<file path="src/rtl/load_store_unit.sv">
// Memory stage: issues one data-memory access per accepted load/store and returns a writeback record.
// Stores complete one cycle after grant, loads one cycle after rvalid, faults the cycle after accept.
module load_store_unit (
  input  logic        clk,
  input  logic        rst_n,
  input  logic        ex_valid,
  input  logic        ex_load,
  input  logic        ex_store,
  input  logic [2:0]  ex_funct3,
  input  logic [31:0] ex_addr,
  input  logic [31:0] ex_wdata,
  input  logic [4:0]  ex_rd,
  output logic        lsu_ready,
  output logic        mem_req,
  output logic        mem_we,
  output logic [31:0] mem_addr,
  output logic [3:0]  mem_wstrb,
  output logic [31:0] mem_wdata,
  input  logic        mem_gnt,
  input  logic        mem_rvalid,
  input  logic [31:0] mem_rdata,
  output logic        wb_valid,
  output logic [4:0]  wb_rd,
  output logic [31:0] wb_data,
  output logic        wb_fault
);

  typedef enum logic [1:0] {IDLE, REQ, WAIT} state_t;

  state_t      state, state_d;
  logic        mem_req_d, mem_we_d;
  logic [31:0] mem_addr_d, mem_wdata_d;
  logic [3:0]  mem_wstrb_d;
  logic        wb_valid_d, wb_fault_d;
  logic [4:0]  wb_rd_d;
  logic [31:0] wb_data_d;
  logic [2:0]  ld_funct3, ld_funct3_d;
  logic [1:0]  ld_off, ld_off_d;
  logic [4:0]  ld_rd, ld_rd_d;

  logic        accept, ld_ok, st_ok, illegal, misaligned;
  logic [3:0]  st_strb;
  logic [31:0] st_data, ld_shift, ld_ext;

  assign lsu_ready  = (state == IDLE);
  assign accept     = ex_valid && lsu_ready && (ex_load || ex_store);
  assign ld_ok      = ex_funct3 inside {3'b000, 3'b001, 3'b010, 3'b100, 3'b101};
  assign st_ok      = ex_funct3 inside {3'b000, 3'b001, 3'b010};
  assign illegal    = (ex_load && ex_store) || (ex_load && !ld_ok) || (ex_store && !st_ok);
  assign misaligned = ((ex_funct3[1:0] == 2'b01) && ex_addr[0]) ||
                      ((ex_funct3[1:0] == 2'b10) && (ex_addr[1:0] != 2'b00));

  always_comb begin
    st_strb = 4'b1111;
    st_data = ex_wdata;
    case (ex_funct3[1:0])
      2'b00: begin
        st_strb = 4'b0001 << ex_addr[1:0];
        st_data = {4{ex_wdata[7:0]}};
      end
      2'b01: begin
        st_strb = 4'b0011 << ex_addr[1:0];
        st_data = {2{ex_wdata[15:0]}};
      end
      default: ;
    endcase
  end

  // Byte offset was captured at accept; the response word is shifted down to lane 0.
  assign ld_shift = mem_rdata >> {ld_off, 3'b000};

  always_comb begin
    ld_ext = mem_rdata;
    case (ld_funct3)
      3'b000:  ld_ext = {{24{ld_shift[7]}}, ld_shift[7:0]};
      3'b001:  ld_ext = {{16{ld_shift[15]}}, ld_shift[15:0]};
      3'b100:  ld_ext = {24'd0, ld_shift[7:0]};
      3'b101:  ld_ext = {16'd0, ld_shift[15:0]};
      default: ld_ext = mem_rdata;
    endcase
  end

  always_comb begin
    state_d     = state;
    mem_req_d   = mem_req;
    mem_we_d    = mem_we;
    mem_addr_d  = mem_addr;
    mem_wstrb_d = mem_wstrb;
    mem_wdata_d = mem_wdata;
    ld_funct3_d = ld_funct3;
    ld_off_d    = ld_off;
    ld_rd_d     = ld_rd;
    wb_valid_d  = 1'b0;
    wb_fault_d  = 1'b0;
    wb_rd_d     = 5'd0;
    wb_data_d   = 32'd0;
    case (state)
      IDLE: begin
        if (accept) begin
          if (illegal || misaligned) begin
            wb_valid_d = 1'b1;
            wb_fault_d = 1'b1;
          end else begin
            state_d     = REQ;
            mem_req_d   = 1'b1;
            mem_we_d    = ex_store;
            mem_addr_d  = {ex_addr[31:2], 2'b00};
            mem_wstrb_d = ex_store ? st_strb : 4'b0000;
            mem_wdata_d = ex_store ? st_data : 32'd0;
            ld_funct3_d = ex_funct3;
            ld_off_d    = ex_addr[1:0];
            ld_rd_d     = ex_rd;
          end
        end
      end
      REQ: begin
        if (mem_gnt) begin
          mem_req_d   = 1'b0;
          mem_we_d    = 1'b0;
          mem_addr_d  = 32'd0;
          mem_wstrb_d = 4'b0000;
          mem_wdata_d = 32'd0;
          if (mem_we) begin
            state_d    = IDLE;
            wb_valid_d = 1'b1;
          end else begin
            state_d = WAIT;
          end
        end
      end
      WAIT: begin
        if (mem_rvalid) begin
          state_d    = IDLE;
          wb_valid_d = 1'b1;
          wb_rd_d    = ld_rd;
          wb_data_d  = ld_ext;
        end
      end
      default: state_d = IDLE;
    endcase
  end

  always_ff @(posedge clk or negedge rst_n) begin
    if (!rst_n) begin
      state     <= IDLE;
      mem_req   <= 1'b0;
      mem_we    <= 1'b0;
      mem_addr  <= 32'd0;
      mem_wstrb <= 4'b0000;
      mem_wdata <= 32'd0;
      ld_funct3 <= 3'd0;
      ld_off    <= 2'd0;
      ld_rd     <= 5'd0;
      wb_valid  <= 1'b0;
      wb_fault  <= 1'b0;
      wb_rd     <= 5'd0;
      wb_data   <= 32'd0;
    end else begin
      state     <= state_d;
      mem_req   <= mem_req_d;
      mem_we    <= mem_we_d;
      mem_addr  <= mem_addr_d;
      mem_wstrb <= mem_wstrb_d;
      mem_wdata <= mem_wdata_d;
      ld_funct3 <= ld_funct3_d;
      ld_off    <= ld_off_d;
      ld_rd     <= ld_rd_d;
      wb_valid  <= wb_valid_d;
      wb_fault  <= wb_fault_d;
      wb_rd     <= wb_rd_d;
      wb_data   <= wb_data_d;
    end
  end

endmodule

</file>
<file path="config.mk">
export PLATFORM = sky130hd
export DESIGN_NAME = load_store_unit
export DESIGN_NICKNAME = d
export VERILOG_FILES = /design/src/rtl/load_store_unit.sv
export SDC_FILE = /design/constraint.sdc
export NUM_CORES = 1
export LEC_CHECK = 0
export CORE_ASPECT_RATIO = 1.1
export CORE_UTILIZATION = 43
export DETAILED_ROUTE_END_ITERATION = 10
export GPL_TIMING_DRIVEN = 0
export HOLD_SLACK_MARGIN = 0.15
export PLACE_DENSITY = 0.81
export SYNTH_ARGS = -nofsm -noshare
export SYNTH_HDL_FRONTEND = slang
export SYNTH_SLANG_ARGS = --single-unit
</file>
<file path="constraint.sdc">
create_clock -name clk -period 2.1 [get_ports clk]
set_clock_uncertainty 0.05 [all_clocks]
set_input_delay 0.21 -clock clk [delete_from_list [all_inputs] [get_ports clk]]
set_output_delay 0.21 -clock clk [all_outputs]
set_load 0.01 [all_outputs]
</file>
==> results.sh <==
export IMPL_cp_max_fo=10
export IMPL_cp_start_kind="register"
export IMPL_clk_pin_slew_worst_paths_ns=0.06
export IMPL_tns_ns=0
export IMPL_syn_area_per_cell_um2=10.6
export IMPL_arrival_ns=2.24
export IMPL_routed_wl_mm=16.4
export IMPL_ir_drop_mv=0.519
export IMPL_gp_congestion=0.902
export IMPL_slew_limit_headroom_pct=37.0
export IMPL_die_area_um2=12800
export IMPL_area_growth_pct=58.0
export IMPL_core_area_um2=12000
export IMPL_ys_warn_count=0
export IMPL_drc=0
export IMPL_p_leak_nw=3.61
export IMPL_drive_above_1_share_pct=9.47
export IMPL_setup_viol=0
export IMPL_power_frac_seq_pct=34.0
export IMPL_slew_viol_final=0
export IMPL_h_tree_depth=4
export IMPL_hold_path_class="in2async"
export IMPL_drtIter0Drc=270
export IMPL_final_hold_violation_count=0
export IMPL_async_reset_ff_share_pct=100
export IMPL_p_comb_share_pct=30.4
export IMPL_timing_hold_ws_ns=0.164
export IMPL_num_antenna_cells=0
export IMPL_seq_area_frac_synth_pct=56.2
export IMPL_start_util_pct=44.0
export IMPL_max_freq_mhz=498
export IMPL_hpwl_mm=12.3
export IMPL_drv_cap=0
export IMPL_synthCells=499
export IMPL_synth_seq_cells=119
export IMPL_syn_area_um2=5300
export IMPL_antenna_found_initial=0
export IMPL_grt_overflow=0
export IMPL_routedWlPerCell_um=18.2
export IMPL_drt_pre_antenna_iters=5
export IMPL_clock_path_buffers=2
export IMPL_grt_usage_pct=27.0
export IMPL_tightest_slew_ns=0.942
export IMPL_critPathCaptureType="register"
export IMPL_required_ns=2.34
export IMPL_grt_max_degree=102
export IMPL_root_buffer="clkbuf_16"
export IMPL_p_int_mw=6.35
export IMPL_nNetsFinal=848
export IMPL_die_h_um=118
export IMPL_pwr_share_clk_pct=35.6
export IMPL_ant_nets=0
export IMPL_dr_total_vias=4899
export IMPL_switchingPower_mw=2.64
export IMPL_power_density_nw_per_um2=1070
export IMPL_synth_edf_count=0
export IMPL_cts_inserted_buffers=17
export IMPL_io_pins=221
export IMPL_path_class="reg2reg"
export IMPL_worstSkewPairLatency_ns=0.41
export IMPL_swShare_pct=29.4
export IMPL_fillCellCount=937
export IMPL_fp_row_count=42
export IMPL_status="finished, final reports clean"
export IMPL_cts_tree="done"
export IMPL_grt_pass1_wl_mm=26.0
export IMPL_period_minus_slack_ns=2.01
export IMPL_cts_setup_buffers=0
export IMPL_viasPerCell=5.42
export IMPL_dieWidth_um=108
export IMPL_synthDistinctLibCells=41
export IMPL_grt_pass1_vias=4971
export IMPL_port_buffers=216
export IMPL_period_share_pct=95.6
export IMPL_synth_main_ff_cell="dfrtp_1"
export IMPL_rsz0062_at_grt="true"
export IMPL_clock_sinks=119
per-layer routing:
layer	vias up	part of all wire, %	global-route usage (%)
li1	2245	-	-
met1	2380	38	30.6
met2	236	50	45.4
met3	38	8.7	10.1
met4	0	3.1	11.0
met5	-	0	0
cells in the mapped netlist, types with 7 or more instances:
master | n | area (um2)
a22o_1 | 16 | 140
nor2_1 | 9 | 33.8
nand2_1 | 67 | 251
o2bb2ai_1 | 27 | 236
a21oi_1 | 22 | 110
o21ai_0 | 66 | 330
mux2i_1 | 34 | 340
nand3_1 | 34 | 170
mux2_4 | 7 | 105
clkbuf_1 | 24 | 90.1
a22oi_1 | 7 | 52.6
dfrtp_1 | 119 | 2980
buf_2 | 9 | 45.0
cell families after synthesis:
kind of cell	Yosys count	share of synthesized area, %
multiplexers	43	8.84
AND/OR/NAND/NOR	134	11.6
AO/OA/AOI/OAI	154	18.7
other	1	0.0708
buffers and inverters	48	4.51
flip-flops	119	56.2
final cells by class:
type	instances	area [um2]	share of cell area, %
multi-input cells	333	2100	25.1
repair buffers	218	2200	26.3
inverters	5	18.8	0.224
clock inverters	11	195	2.33
plain buffers	43	221	2.65
well taps	154	193	2.30
flip-flops and latches	119	2980	35.6
clock buffers	21	460	5.50
power by group through the flow:
| stage | clock, mW | sequential (mW) | combinational [mW] |
|---|---|---|---|
| floorplan | 0 | 3.22 | 1.09 |
| global placement | 0 | 3.06 | 2.62 |
| detailed placement | 0 | 3.09 | 2.70 |
| finish | 3.20 | 3.06 | 2.73 |
| global route | 3.37 | 3.11 | 2.92 |
| CTS | 3.24 | 3.06 | 2.73 |
layout by cell type (no fill, tap or decap), drive strengths merged, types with 2 or more instances in the layout:
master / synthesis / routed
mux2: 9 / 9
dfrtp: 119 / 119
nor2b: 2 / 2
a21oi: 23 / 23
clkinv: 0 / 2
bufinv: 0 / 5
inv: 5 / 6
mux2i: 34 / 34
or2: 4 / 4
nand3b: 3 / 3
and2: 7 / 7
conb: 1 / 2
clkdlybuf4s50: 0 / 215
a22o: 16 / 16
clkbuf: 26 / 47
buf: 17 / 19
nor2: 9 / 9
o2bb2ai: 27 / 27
o21ai: 72 / 72
nand3: 34 / 34
a22oi: 7 / 7
nand2: 67 / 67
nand2b: 4 / 4
clkinvlp: 0 / 3
stage by stage:
step | util, % | power (mW) | setup slack (ns) | cell area [um2] | cells
after detailed placement | 63.8 | 5.79 | -0.393 | 7680 | 871
final | 69.5 | 9.00 | 0.0919 | 8370 | 904
after global placement | 63.6 | 5.68 | -3.69 | 7650 | 870
after floorplan | - | 4.31 | 0.228 | 5300 | 500
after CTS | 69.5 | 9.02 | 0.0491 | 8360 | 904
after global routing | 69.5 | 9.40 | -0.0109 | 8370 | 904
registers in the layout (all words and copies together), names as in the netlist:
| register | flops |
|---|---|
| ld_funct3 | 3 |
| ld_off | 2 |
| ld_rd | 5 |
| mem_addr | 30 |
| mem_req | 1 |
| mem_wdata | 32 |
| mem_we | 1 |
| mem_wstrb | 4 |
| state | 2 |
| wb_data | 32 |
| wb_fault | 1 |
| wb_rd | 5 |
| wb_valid | 1 |
path summary, 6_finish.rpt:
path,cells past startpoint,slack (ns),endpoint,startpoint
max,5,0.09,wb_data[27],state[0]
min,2,0.16,mem_addr[10],rst_n
max reg2reg,5,0.09,wb_data[27],state[0]
min reg2reg,1,0.44,wb_rd[0],ld_rd[0]
max in group asynchronous,3,1.12,mem_wstrb[0],rst_n
min in group clk,4,0.20,mem_wstrb[1],ex_funct3[0]
worst max-delay path, cell delays in order (launching register included):
cell and delay [ns]:
dfrtp_1 0.45, nand3b_1 0.43, nor2_4 0.30, clkbuf_1 0.39
nand2_1 0.11, o21ai_0 0.14
timing repair:
item | 4_1_cts | 5_1_grt
endpoints found under the setup margin | 6 | 17
pin swaps | 0 | 0
hold buffers | 1 | 0
gates resized for setup | 3 | 4
endpoints found under the hold margin | 119 | 0
No activity file was read; power rests on OpenSTA's default activity.
